`src/rtl/lcd_text_buffer.sv`:
```
// lcd_text_buffer: 32-byte text frame buffer for a 2x16 character LCD.
// Accepts an ASCII stream over valid/ready and interprets LF, BS and FF.
// Line 1 occupies addresses 0-15 and line 2 occupies addresses 16-31.
// Optional feature: define LCD_TEXT_AUTOSCROLL_EN so that overflowing line 2
// scrolls line 2 into line 1 instead of wrapping the cursor back to 0.
`timescale 1ns/1ps
module lcd_text_buffer #(
    parameter logic [7:0] FILL_CHAR = 8'h20
) (
    input  logic       clk,
    input  logic       rst,
    input  logic       in_valid,
    input  logic [7:0] in_data,
    output logic       in_ready,
    input  logic [4:0] rd_addr,
    output logic [7:0] rd_data,
    output logic [4:0] cursor_pos,
    output logic       frame_dirty,
    input  logic       frame_ack
);
    localparam logic [7:0] CH_BS = 8'h08;
    localparam logic [7:0] CH_LF = 8'h0A;
    localparam logic [7:0] CH_FF = 8'h0C;

    typedef enum logic [1:0] {
        S_INIT_CLEAR = 2'd0,
        S_IDLE       = 2'd1,
        S_CLEAR      = 2'd2
`ifdef LCD_TEXT_AUTOSCROLL_EN
        , S_SCROLL   = 2'd3
`endif
    } state_t;

    state_t     state, state_next;
    logic [4:0] idx, idx_next;
    logic [4:0] cursor, cursor_next;
    logic       set_dirty;
    logic       is_printable;
    logic [7:0] mem [0:31];

    // Port A serves character writes, clears and the line-1 half of a scroll.
    logic       we_a;
    logic [4:0] addr_a;
    logic [7:0] data_a;
`ifdef LCD_TEXT_AUTOSCROLL_EN
    // Port B blanks line 2 while a scroll copies it upward.
    logic       we_b;
    logic [4:0] addr_b;
`endif

    assign is_printable = (in_data >= 8'h20) && (in_data <= 8'h7E);
    assign in_ready     = (state == S_IDLE);
    assign cursor_pos   = cursor;

    // Next-state, cursor and buffer-write decode for the current state.
    always_comb begin
        // NOTE: every output of this block gets a default first, so no path can infer a latch.
        state_next = state;
        idx_next   = idx;
        cursor_next = cursor;
        set_dirty  = 1'b0;
        we_a       = 1'b0;
        addr_a     = idx;
        data_a     = FILL_CHAR;
`ifdef LCD_TEXT_AUTOSCROLL_EN
        we_b       = 1'b0;
        addr_b     = {1'b1, idx[3:0]};
`endif
        case (state)
            S_INIT_CLEAR, S_CLEAR: begin
                we_a     = 1'b1;
                idx_next = idx + 5'd1;
                if (idx == 5'd31) begin
                    state_next  = S_IDLE;
                    cursor_next = '0;
                    set_dirty   = 1'b1;
                end
            end
            S_IDLE: begin
                if (in_valid) begin
                    if (is_printable) begin
                        we_a      = 1'b1;
                        addr_a    = cursor;
                        data_a    = in_data;
                        set_dirty = 1'b1;
                        if (cursor != 5'd31) begin
                            cursor_next = cursor + 5'd1;
                        end else begin
`ifdef LCD_TEXT_AUTOSCROLL_EN
                            state_next = S_SCROLL;
                            idx_next   = '0;
`else
                            cursor_next = '0;
`endif
                        end
                    end else if (in_data == CH_LF) begin
                        if (!cursor[4]) begin
                            cursor_next = 5'd16;
                        end else begin
`ifdef LCD_TEXT_AUTOSCROLL_EN
                            state_next = S_SCROLL;
                            idx_next   = '0;
`else
                            cursor_next = '0;
`endif
                        end
                    end else if (in_data == CH_BS) begin
                        if (cursor != 5'd0) begin
                            cursor_next = cursor - 5'd1;
                            we_a        = 1'b1;
                            addr_a      = cursor - 5'd1;
                            set_dirty   = 1'b1;
                        end
                    end else if (in_data == CH_FF) begin
                        state_next = S_CLEAR;
                        idx_next   = '0;
                    end
                end
            end
`ifdef LCD_TEXT_AUTOSCROLL_EN
            S_SCROLL: begin
                we_a     = 1'b1;
                addr_a   = {1'b0, idx[3:0]};
                data_a   = mem[{1'b1, idx[3:0]}];
                we_b     = 1'b1;
                idx_next = idx + 5'd1;
                if (idx == 5'd15) begin
                    state_next  = S_IDLE;
                    idx_next    = '0;
                    cursor_next = 5'd16;
                    set_dirty   = 1'b1;
                end
            end
`endif
            default: begin
                state_next = S_INIT_CLEAR;
                idx_next   = '0;
            end
        endcase
    end

    // Control registers, dirty flag (set wins over ack) and registered read port.
    always_ff @(posedge clk) begin
        if (!rst) begin
            state       <= S_INIT_CLEAR;
            idx         <= '0;
            cursor      <= '0;
            frame_dirty <= 1'b0;
            rd_data     <= 8'h00;
        end else begin
            // NOTE: sequential state uses non-blocking assignments so every register samples pre-edge values.
            state       <= state_next;
            idx         <= idx_next;
            cursor      <= cursor_next;
            frame_dirty <= set_dirty | (frame_dirty & ~frame_ack);
            rd_data     <= mem[rd_addr];
        end
    end

    // Character array writes; held off while reset is asserted.
    always_ff @(posedge clk) begin
        // NOTE: the array has no reset of its own; INIT_CLEAR fills every entry before in_ready rises.
        if (rst) begin
            if (we_a) mem[addr_a] <= data_a;
`ifdef LCD_TEXT_AUTOSCROLL_EN
            if (we_b) mem[addr_b] <= FILL_CHAR;
`endif
        end
    end

endmodule

```
`config.mk`:
```
export PLATFORM = sky130hd
export DESIGN_NAME = lcd_text_buffer
export DESIGN_NICKNAME = d
export VERILOG_FILES = /design/src/rtl/lcd_text_buffer.sv
export SDC_FILE = /design/constraint.sdc
export NUM_CORES = 1
export LEC_CHECK = 0
export CAP_MARGIN = 25
export CORE_ASPECT_RATIO = 1.1
export CORE_MARGIN = 8
export CORE_UTILIZATION = 43
export DETAILED_ROUTE_END_ITERATION = 8
export DONT_BUFFER_PORTS = 1
export GPL_TIMING_DRIVEN = 0
export SLEW_MARGIN = 20
export SYNTH_ARGS = -nofsm -noshare
export SYNTH_HDL_FRONTEND = slang
export SYNTH_SLANG_ARGS = --single-unit
```
`constraint.sdc`:
```
create_clock -name clk -period 3.4 [get_ports clk]
set_input_delay 0.51 -clock clk [delete_from_list [all_inputs] [get_ports clk]]
set_output_delay 0.51 -clock clk [all_outputs]
set_load 0.1 [all_outputs]
```
# Word level (Yosys, flattened, before mapping)
# Memory sizes are Yosys's and may differ from the RTL's. A register that Yosys moved wholly into a read port is not among the register bits.
# Cells that the tools add are included.
dict set report op_classes {
  n_addsub 3
  mul 0
  n_div 0
  n_lt_le_gt_ge 2
  n_eq_ne 15
  n_shift 0
  muxes 42
  bitwise 3
  n_reduce_logical 9
}
# cell n
set ops {}
lappend ops {{$mux 5} 19}
lappend ops {{$eq 8x4->1 const B} 3}
lappend ops {{$mux 8} 3}
lappend ops {{$pmux 5 s2} 2}
lappend ops {{$mux 2} 6}
lappend ops {{$add 5x1->5 const B} 2}
lappend ops {{$ne 2x2->1 const B} 5}
lappend ops {{$reduce_and 5->1} 2}
lappend ops {{$mux 1} 9}
lappend ops {{$ge 8x6->1 const B} 1}
lappend ops {{$le 8x7->1 const B} 1}
lappend ops {{$ne 4x1->1 const B} 2}
lappend ops {{$reduce_and 6->1} 1}
lappend ops {{$eq 5x5->1 const B} 1}
lappend ops {{$ne 5x5->1 const B} 1}
lappend ops {{$reduce_bool 5->1} 1}
lappend ops {{$sub 5x1->5 const B} 1}
lappend ops {{$pmux 1 s2} 2}
lappend ops {{$pmux 2 s2} 1}
lappend ops {{$eq 2x1->1 const B} 1}
lappend ops {{$eq 2x2->1 const B} 1}
lappend ops {{$logic_not 2->1} 1}
lappend ops {{$ne 2x1->1 const B} 1}
lappend ops {{$reduce_bool 2->1} 1}
lappend ops {{other kinds (6)} 6}
dict set report totals {
  regBits 13
  latchBits 0
  ramBits 256
  rom_bits 0
  wordCells 79
  n_memories 1
}
# name words width read_ports rd_clocked_by_memory_dff wr line
set memory_table {}
lappend memory_table {mem 32 8 1 1 1 39} ;# logic [7:0] mem [0:31];

# Logic depth before layout (Yosys ltp)
# Gate-level depths: netlist of the first run.
dict set report depth {
  word_depth 10
  mapped_depth 10
}

# Worst setup path after synthesis of the first run
# OpenSTA, ideal clock, no wires.
dict set report synth_path {
  path_kind {flip-flop to flip-flop}
  startpoint {register cursor[0], in the netlist cursor_pos[0]}
  endpoint {memory mem[28][0] (enable)}
  setup_time_ns 0.383
  arrival_ns 3.399
  t_required_ns 3.017
  path_slack_ns -0.382
  path_stages_with_launch 11
  n_path_buf 2
  cell_sequence {dfxtp_1 -> clkbuf_1 -> inv_1 -> ha_1 -> nor4b_4 -> or4_4 -> nor2_2 -> a222oi_1 -> nand2b_1 -> buf_2 -> nor3_1}
}
dict set report synth_between {
  elab_chain_len 10
  word_cells_on_any_way 17
  cone_classes {add/sub (1); mux (15); reduce/logical (1)}
}
# element line
set synth_lines {}
lappend synth_lines {{from (decl)} 36} ;# logic [4:0] cursor, cursor_next;
lappend synth_lines {{from (signal assigned)} 154} ;# cursor <= cursor_next;
lappend synth_lines {{$reduce_bool 5->1} 108} ;# if (cursor != 5'd0) begin
lappend synth_lines {{$mux 1} 108}
lappend synth_lines {{$mux 1} 107} ;# end else if (in_data == CH_BS) begin
lappend synth_lines {{$mux 1} 96} ;# end else if (in_data == CH_LF) begin
lappend synth_lines {{$mux 1} 81} ;# if (is_printable) begin
lappend synth_lines {{$mux 1} 80} ;# if (in_valid) begin
lappend synth_lines {{$pmux 1 s2} 69} ;# case (state)
lappend synth_lines {{$mux 1} 164} ;# if (we_a) mem[addr_a] <= data_a;
lappend synth_lines {{$mux 1} 163} ;# if (rst) begin
lappend synth_lines {{$mux 1 (not written as such)} 164}
lappend synth_lines {{to (decl)} 39}
# Parallel ways exist; a longest one is shown, timed or not.

# Worst setup path after layout of the first run
dict set report layout_path {
  startpoint {register cursor[0], in the netlist cursor_pos[0]}
  endpoint {memory mem[18][4] (enable)}
}
# Same word-level chain as after synthesis.

==> results.json, run 1 <==
{
  "cts_buffers": 28,
  "min_path_cells": 1,
  "grt_max_degree": 33,
  "syn_area_per_cell_um2": 19.2,
  "period_needed_ns": 3.33,
  "worst_ep_arrival_time_ns": 3.58,
  "netlist_top_cells_count": "edfxtp_1, mux4_2, nor2_1, dfxtp_1",
  "drive_gt1_frac": 0.333,
  "holdPathEnd": "cursor_pos[2]",
  "globalplace.congestion": 0.822,
  "ys_seq_area_frac": 0.714,
  "io_pins": 32,
  "slew_headroom": 0.348,
  "crit-reg2reg-launch": "cursor_pos[0]",
  "portBuffers": 0,
  "grt_pass1_wl_um": 38100,
  "postRouteAntennaNets": 0,
  "fill_cells": 2103,
  "initial_core_util": 0.436,
  "rrSetupSlack_ns": 0.07,
  "final_nets": 701,
  "ys_types": 72,
  "netlist_area_um2": 11400,
  "hold_viol": 0,
  "first_pass_iters": 5,
  "via_per_inst": 5.59,
  "max-vdd-ir-drop_mv": 0.437,
  "slew_violations": 0,
  "antenna_found_initial": 2,
  "tritoncts": "yes",
  "period_share": 0.979,
  "routed-via-count": 5878,
  "first_global_vias": 6162,
  "ys_ff_latch": 277,
  "p_leak_nw": 4.34,
  "setup_viol": 0,
  "max_freq_ghz": 0.301,
  "final_area_um2": 13700,
  "p_total_mw": 7.14,
  "overflow": 0,
  "die_h_um": 186,
  "drt-initial-drc-count": 418,
  "yosys_warnings": 0,
  "tns_ns": 0,
  "hold_path_startpoint": "rst",
  "drc_errors": 0,
  "place_area_um2": 12000,
  "clk_path_buf_depth": 3,
  "critPathRequiredTime_ns": 3.65,
  "min_path_type": "input pin to flip-flop",
  "synth.most_common_cell": "edfxtp_1",
  "synth_top_area_share": 0.677,
  "r2r_cells": 10,
  "status": "completed",
  "synth_area_leader_cell": "edfxtp_1",
  "fin_skew_ns": 0.0121,
  "cts-root-buf": "clkbuf_16",
  "syn_inst": 591,
  "area_growth_syn_to_layout_pct": 20.6,
  "final_util": 0.526,
  "clkSlewWorstSetupHoldPaths_ns": 0.07,
  "synth_edf_count": 256,
  "max-cap-violations": 0,
  "path_max_fanout": 9,
  "placementRows": 62,
  "crit_type": "flip-flop to flip-flop",
  "die_area_um2": 31900,
  "core_um2": 26100,
  "end_kind": "flip-flop",
  "startpoint_type": "flip-flop",
  "die_x_um": 171,
  "grt_use_total": 0.159,
  "clock_latency_ns": 0.53,
  "synth_area_leaders": "edfxtp_1, mux4_2, dfxtp_1, nor2_1, mux2i_1",
  "crit_path_start": "cursor_pos[0]",
  "routed_wl_um": 25200,
  "synthFlopType": "edfxtp_1",
  "htree_levels": 1,
  "reg2reg_to": "mem[18][4]",
  "async_flop_share": 0,
  "tightest_slew_ns": 0.979,
  "cts.sinks": 277,
  "wire_per_inst_um": 24.0,
  "p_per_area_nw_per_um2": 521,
  "antenna_cells": 0,
  "dpl.hpwl_um": 17000
}
## timing repair
| item | CTS | global route |
|---|---|---|
| hold buffers | 0 | 0 |
| setup buffers | 8 | 14 |
| pin swaps | 7 | 17 |
| endpoints found under the setup margin | 256 | 256 |
| cloned | 0 | 0 |
| resized for setup | 75 | 6 |
## worst max-delay path, stage by stage (launching register included)
cell and delay [ns]:
dfxtp_4 0.55, buf_8 0.18, inv_1 0.08, ha_1 0.20, nor4b_4 0.15, or4_4 0.50
o21ai_1 0.29, a311o_2 0.31, nand3_1 0.36, nor2_4 0.26, buf_12 0.14
## metrics by stage
stage	std cells	setup slack, ns	hold WS [ns]
final	1052	0.0731	0.139
after global routing	1052	-0.0259	0.127
after CTS	1037	0.00219	0.114
after detailed placement	977	-0.812	0.538
after global placement	974	-0.781	0.492
after floorplan	622	0.0914	0.466
## layer usage
layer / wire length (um) / track usage / part of all wire / up-vias
met4: 718 / 0.0452 / 0.028 / 2
met5: 18 / 0 / 0.00071 / -
met2: 13600 / 0.284 / 0.54 / 175
li1: - / - / - / 2582
met1: 9790 / 0.196 / 0.39 / 3066
met3: 1100 / 0.0224 / 0.044 / 53
## layout by cell type (no fill, tap or decap), drive strengths merged, types with 12 or more instances in the layout
cell type and n:
nand2 12, clkbuf 52, conb 32, dfxtp 21, a21oi 15, buf 40, edfxtp 256, inv 12
mux4 80, nor2 56, nand3 12
## area by class of cell
cell class	instances	area (um2)	share of cell area
tap	352	440	0.0322
sequential	277	8120	0.593
multi-input combinational	305	3510	0.256
timing repair buffer	26	472	0.0344
clock inverter	17	173	0.0126
inverter	9	33.8	0.00247
clock buffer	35	768	0.0561
buffer	31	181	0.0132
## logic make-up (layout without fill, tap and decap cells)
family | count (synthesis) | in the layout | share of synthesized area
AO/OA/AOI/OAI | 57 | 57 | 0.0375
adder cells (fa/ha/maj) | 6 | 6 | 0.00661
buffers and inverters | 40 | 118 | 0.0177
flip-flops | 277 | 277 | 0.714
multiplexers | 89 | 89 | 0.167
other | 1 | 32 | 0.000330
AND/OR/NAND/NOR | 121 | 121 | 0.0576
## how the worst max path moves through the flow
| stage | to | slack, ns |
|---|---|---|
| after global routing | mem[31][5] | -0.03 |
| after detailed placement | mem[13][4] | -0.81 |
| final | mem[18][4] | 0.07 |
| after CTS | mem[15][1] | 0.002 |
| after floorplan | mem[10][0] | 0.09 |
| after global placement | mem[13][7] | -0.78 |
## flip-flops by register name (all words and copies together) (netlist names)
signal / count
rd_data: 8
frame_dirty: 1
idx: 5
mem: 256
state: 2
cursor_pos: 5
## power breakdown
part           leakage (nW)  internal, mW  total [mW]  switching [mW]
Sequential             2.46          3.70        3.76          0.0644
Combinational          1.41         0.112       0.277           0.165
Clock                 0.468          1.84        3.10            1.27
Total                  4.34          5.65        7.14            1.50
(Power assumes the default switching activity.)
==> inputs of run 2 (changes only) <==
CAP_MARGIN = 20   (was 25)
RECOVER_POWER = 25   (was not set)
SETUP_SLACK_MARGIN = 0.4   (was not set)
==> run 2 against run 1 <==
  * Sequential power about the same
  * Utilization increased by 1.9 points
  * Critical path depth increased by 2
  * Highest routed layer is now met4
  * Count of clock-buffer cells in the layout decreased by 6
==> results.json, run 2 (synthesis gave the netlist of run 1 again) <==
{
  "max_freq_ghz": 0.324,
  "via_per_inst": 5.51,
  "startpoint_type": "flip-flop",
  "cp_slowest_cell": "dfxtp_4",
  "clkSlewWorstSetupHoldPaths_ns": 0.06,
  "tritoncts": "yes",
  "crit_type": "flip-flop to flip-flop",
  "worst_ep_arrival_time_ns": 3.33,
  "regMostFlops": "mem",
  "hold_viol": 0,
  "grt_max_degree": 33,
  "routed_wl_um": 23700,
  "cp_cell_sequence": "buf_8, inv_6, ha_4, nor4b_4, or4_4, o31ai_4, a221oi_2, buf_4, or2_4, buf_12, nor3_4, buf_12",
  "overflow": 0,
  "path_max_fanout": 8,
  "p_leak_nw": 4.50,
  "max-vdd-ir-drop_mv": 0.328,
  "status": "completed",
  "max-cap-violations": 0,
  "reg_top3": "mem: 256 flops, rd_data: 8 flops",
  "final_common_cell": "edfxtp_1",
  "routed-via-count": 5918,
  "min_path_type": "input pin to flip-flop",
  "final_util": 0.544,
  "slew_violations": 0,
  "grt_pass1_wl_um": 36500,
  "drt-initial-drc-count": 434,
  "die_x_um": 171,
  "area_growth_syn_to_layout_pct": 24.9,
  "end_kind": "flip-flop",
  "placementRows": 62,
  "use_met2": 0.251,
  "antenna_cells": 0,
  "cts.sinks": 277,
  "die_area_um2": 31900,
  "p_int_mw": 5.67,
  "cp_num_buf_inv": 5,
  "die_h_um": 186,
  "final_cell_mix": "edfxtp_1, mux4_2, conb_1, buf_12",
  "gr-usage-met3": 0.0270,
  "fin_skew_ns": 0.0121,
  "wire_per_inst_um": 22.1,
  "drive_gt1_frac": 0.371,
  "largest_reg_flops": 256,
  "seq_power_share": 0.528,
  "clock_latency_ns": 0.53,
  "setup_viol": 0,
  "first_global_vias": 6053,
  "fill_cells": 1989,
  "p_switching_mw": 1.46,
  "path_delay_family": "simple AND/OR/NAND/NOR gates",
  "postRouteAntennaNets": 0,
  "combPwrFrac": 0.043,
  "clk_path_buf_depth": 3,
  "htree_levels": 1,
  "period_needed_ns": 3.08,
  "portBuffers": 0,
  "cts-root-buf": "clkbuf_16",
  "final_nets": 725,
  "slew_headroom": 0.0118,
  "sw_frac_of_total": 0.204,
  "postCtsHoldBufs": 0,
  "met1_usage": 0.197,
  "io_pins": 32,
  "grt_use_total": 0.149,
  "drc_errors": 0,
  "final_area_um2": 14200,
  "globalplace.congestion": 0.846,
  "p_per_area_nw_per_um2": 502,
  "dpl.hpwl_um": 16200,
  "grt_busiest_layer": "met2",
  "first_pass_iters": 5,
  "antenna_found_initial": 0,
  "tightest_slew_ns": 1.48,
  "place_area_um2": 12100,
  "path_common_cell": "buf_12",
  "slowest_delay_ns": 0.55,
  "initial_core_util": 0.436,
  "rsz0062_at_grt": "true",
  "power_frac_clock": 0.429,
  "period_share": 0.907,
  "cts_buffers": 27,
  "critPathRequiredTime_ns": 3.65,
  "core_um2": 26100
}
-- run 2: cell count changes in the layout (fill, tap and decap cells not counted), moves of 4 or more --
| cell | previous run | this run |
|---|---|---|
| nand3_2 | 7 | 1 |
| clkbuf_2 | 0 | 4 |
| buf_4 | 3 | 18 |
| buf_12 | 20 | 31 |
| nand3_4 | 0 | 7 |
| buf_1 | 9 | 5 |
-- run 2: cell type report --
type,instances,area [um2],area share
clock inverters,21,240,0.0169
plain buffers,31,208,0.0146
clock buffers,29,683,0.0481
inverters,9,38.8,0.00273
flip-flops and latches,277,8120,0.572
multi-input cells,305,3690,0.260
well taps,352,440,0.0310
repair buffers,51,768,0.0541
-- run 2: per-layer routing --
layer,up-vias,share of wire
met5,-,0
met1,3104,0.42
met3,32,0.053
met4,0,0.017
met2,151,0.51
li1,2631,-
-- run 2: metrics by stage --
stage          setup WS [ns]  cells  setup TNS (ns)  power (mW)  hold slack, ns
2_1_floorplan          0.278    622               0        4.02           0.466
3_3_place_gp          -0.482    974          -46.53        4.08           0.498
3_5_place_dp          -0.637    975          -69.49        4.09           0.520
4_1_cts                0.315   1069               0        7.18           0.122
5_1_grt                0.229   1075               0        7.35           0.119
6_report               0.316   1075               0        7.13           0.143
-- run 2: worst paths after layout --
check	start	to	slack (ns)	cells past startpoint
max	cursor_pos[0]	mem[24][6]	0.32	12
min	rst	cursor_pos[2]	0.14	1
max reg2reg	cursor_pos[0]	mem[24][6]	0.32	12
min reg2reg	idx[3]	idx[3]	0.53	2
-- run 2: repair_timing --
| item | 4_1_cts | 5_1_grt |
|---|---|---|
| setup buffers | 44 | 6 |
| cloned | 0 | 0 |
| pin swaps | 40 | 23 |
| resized for setup | 89 | 19 |
| endpoints found under the setup margin | 384 | 261 |
-- run 2: power groups by stage --
stage	Sequential, mW	Combinational (mW)	Clock (mW)
3_3_place_gp	3.83	0.248	0
3_5_place_dp	3.84	0.254	0
4_1_cts	3.76	0.305	3.12
5_1_grt	3.76	0.333	3.25
2_1_floorplan	3.83	0.188	0
6_report	3.76	0.310	3.06
==> inputs of run 3 (changes only) <==
CORE_MARGIN = 4   (was 8)
==> run 3 against run 2 <==
  * Maximum frequency fell by 3.2%
  * Combinational power barely moved
  * Critical path type unchanged
  * The run now ends with max-capacitance violations, max-slew violations left
  * Non-clock buffer count rose by 4
  * Final cell count rose by 0.56%
  * Design area barely moved
  * Largest cell class unchanged
==> results.json, run 3 (synthesis gave the netlist of run 1 again) <==
{
  "status": "finished, violations left",
  "violations": "max-capacitance violations, max-slew violations",
  "end_kind": "flip-flop",
  "grt_pass1_wl_um": 37500,
  "startpoint_type": "flip-flop",
  "met1_usage": 0.225,
  "routed_wl_um": 24300,
  "tritoncts": "yes",
  "drive_gt1_frac": 0.373,
  "period_share": 0.937,
  "final_nets": 730,
  "overflow": 0,
  "min_path_type": "input pin to flip-flop",
  "final_cell_mix": "edfxtp_1, mux4_2, conb_1, clkbuf_16",
  "hold_viol": 0,
  "placementRows": 62,
  "final_util": 0.545,
  "crit_path_start": "cursor_pos[0]",
  "globalplace.congestion": 0.873,
  "p_leak_nw": 4.52,
  "routed-via-count": 5921,
  "grt_busiest_layer": "met2",
  "slew_headroom": -0.0565,
  "regMostFlops": "mem",
  "rsz0062_at_grt": "true",
  "grt_max_degree": 33,
  "timing.hold.ws_ns": 0.130,
  "rrSetupSlack_ns": 0.21,
  "cts-root-buf": "clkbuf_16",
  "setup_viol": 0,
  "drt-initial-drc-count": 446,
  "period_needed_ns": 3.19,
  "holdPathEnd": "cursor_pos[2]",
  "htree_levels": 1,
  "worst_ep_arrival_time_ns": 3.44,
  "core_um2": 26100,
  "postRouteAntennaNets": 0,
  "p_per_area_nw_per_um2": 512,
  "seq_area_um2": 8120,
  "max-cap-violations": 1,
  "multi_input_area_um2": 3690,
  "tightest_slew_ns": 1.58,
  "cts_buffers": 28,
  "reg_top3": "mem: 256 flops, rd_data: 8 flops",
  "fin_skew_ns": 0.0203,
  "antenna_found_initial": 0,
  "r2r_cells": 12,
  "area_growth_syn_to_layout_pct": 25.1,
  "dpl.hpwl_um": 16300,
  "first_pass_iters": 4,
  "die_h_um": 178,
  "max-vdd-ir-drop_mv": 0.309,
  "dp_cells": 976,
  "portBuffers": 0,
  "reg2reg_to": "mem[16][6]",
  "via_per_inst": 5.48,
  "tns_ns": 0,
  "critPathRequiredTime_ns": 3.65,
  "max_freq_ghz": 0.314,
  "cts.sinks": 277,
  "hold_path_startpoint": "rst",
  "slew_violations": 17,
  "clk_path_buf_depth": 3,
  "first_global_vias": 6329,
  "path_max_fanout": 8,
  "fill_cells": 1986,
  "crit_type": "flip-flop to flip-flop",
  "final-instance-count-excl-fill": 1081,
  "crit-reg2reg-launch": "cursor_pos[0]",
  "die_area_um2": 29100,
  "initial_core_util": 0.436,
  "gr-usage-met3": 0.0319,
  "drc_errors": 0,
  "largest_reg_flops": 256,
  "clock_latency_ns": 0.54,
  "io_pins": 32,
  "die_x_um": 163,
  "final_common_cell": "edfxtp_1",
  "use_met2": 0.287,
  "clkSlewWorstSetupHoldPaths_ns": 0.06,
  "min_path_cells": 1,
  "antenna_cells": 0,
  "grt_use_total": 0.168,
  "wire_per_inst_um": 22.4
}
[run 3: cell count changes in the layout (fill, tap and decap cells not counted), sizes merged]
cell,delta
clkinv,-2
clkbuf,+1
inv,+1
buf,+4
clkinvlp,+2
[run 3: routing by layer]
metal,vias to the layer above,part of all wire
met5,-,0
met4,0,0.020
met3,34,0.046
met2,137,0.52
met1,3090,0.42
li1,2660,-
[run 3: worst max path at each step]
stage / slack [ns] / cells after the start / end
2_1_floorplan: 0.28 / 8 / mem[1][0]
3_3_place_gp: -0.48 / 6 / mem[0][3]
3_5_place_dp: -0.55 / 6 / mem[0][4]
4_1_cts: 0.17 / 13 / mem[24][3]
5_1_grt: 0.04 / 12 / mem[8][4]
6_report: 0.21 / 12 / mem[16][6]
[run 3: critical path, cell delays in order, from the launching register on]
cell and delay, ns:
dfxtp_4 0.55, buf_8 0.16, inv_6 0.03, ha_4 0.14
nor4b_4 0.12, clkbuf_1 0.21, nor4_4 0.29, buf_4 0.22
a32oi_4 0.12, buf_4 0.18, a221o_2 0.47, nor3_4 0.23
buf_12 0.16
[run 3: power by group]
group,switching (mW),internal (mW)
registers,0.0641,3.70
clock network,1.26,1.94
logic,0.172,0.137
total,1.50,5.77
[run 3: metrics by stage]
stage               worst slack (ns)  power, mW  instance area (um2)
floorplan                      0.278       4.02                11600
global placement              -0.477       4.08                12000
detailed placement            -0.552       4.09                12100
CTS                            0.167       7.33                13900
global route                  0.0391       7.52                14200
finish                         0.213       7.27                14200
[run 3: cell type report]
type	count	area share
Clock inverter	22	0.0175
Clock buffer	30	0.0513
Buffer	31	0.0148
Sequential cell	277	0.572
Tap cell	352	0.0310
Multi-Input combinational cell	305	0.260
Timing Repair Buffer	55	0.0512
Inverter	9	0.00291
[run 3: what timing repair did]
item | CTS | global route
endpoints found under the setup margin | 384 | 258
resized for setup | 79 | 29
setup buffers | 35 | 18
hold buffers | 0 | 0
pin swaps | 32 | 25
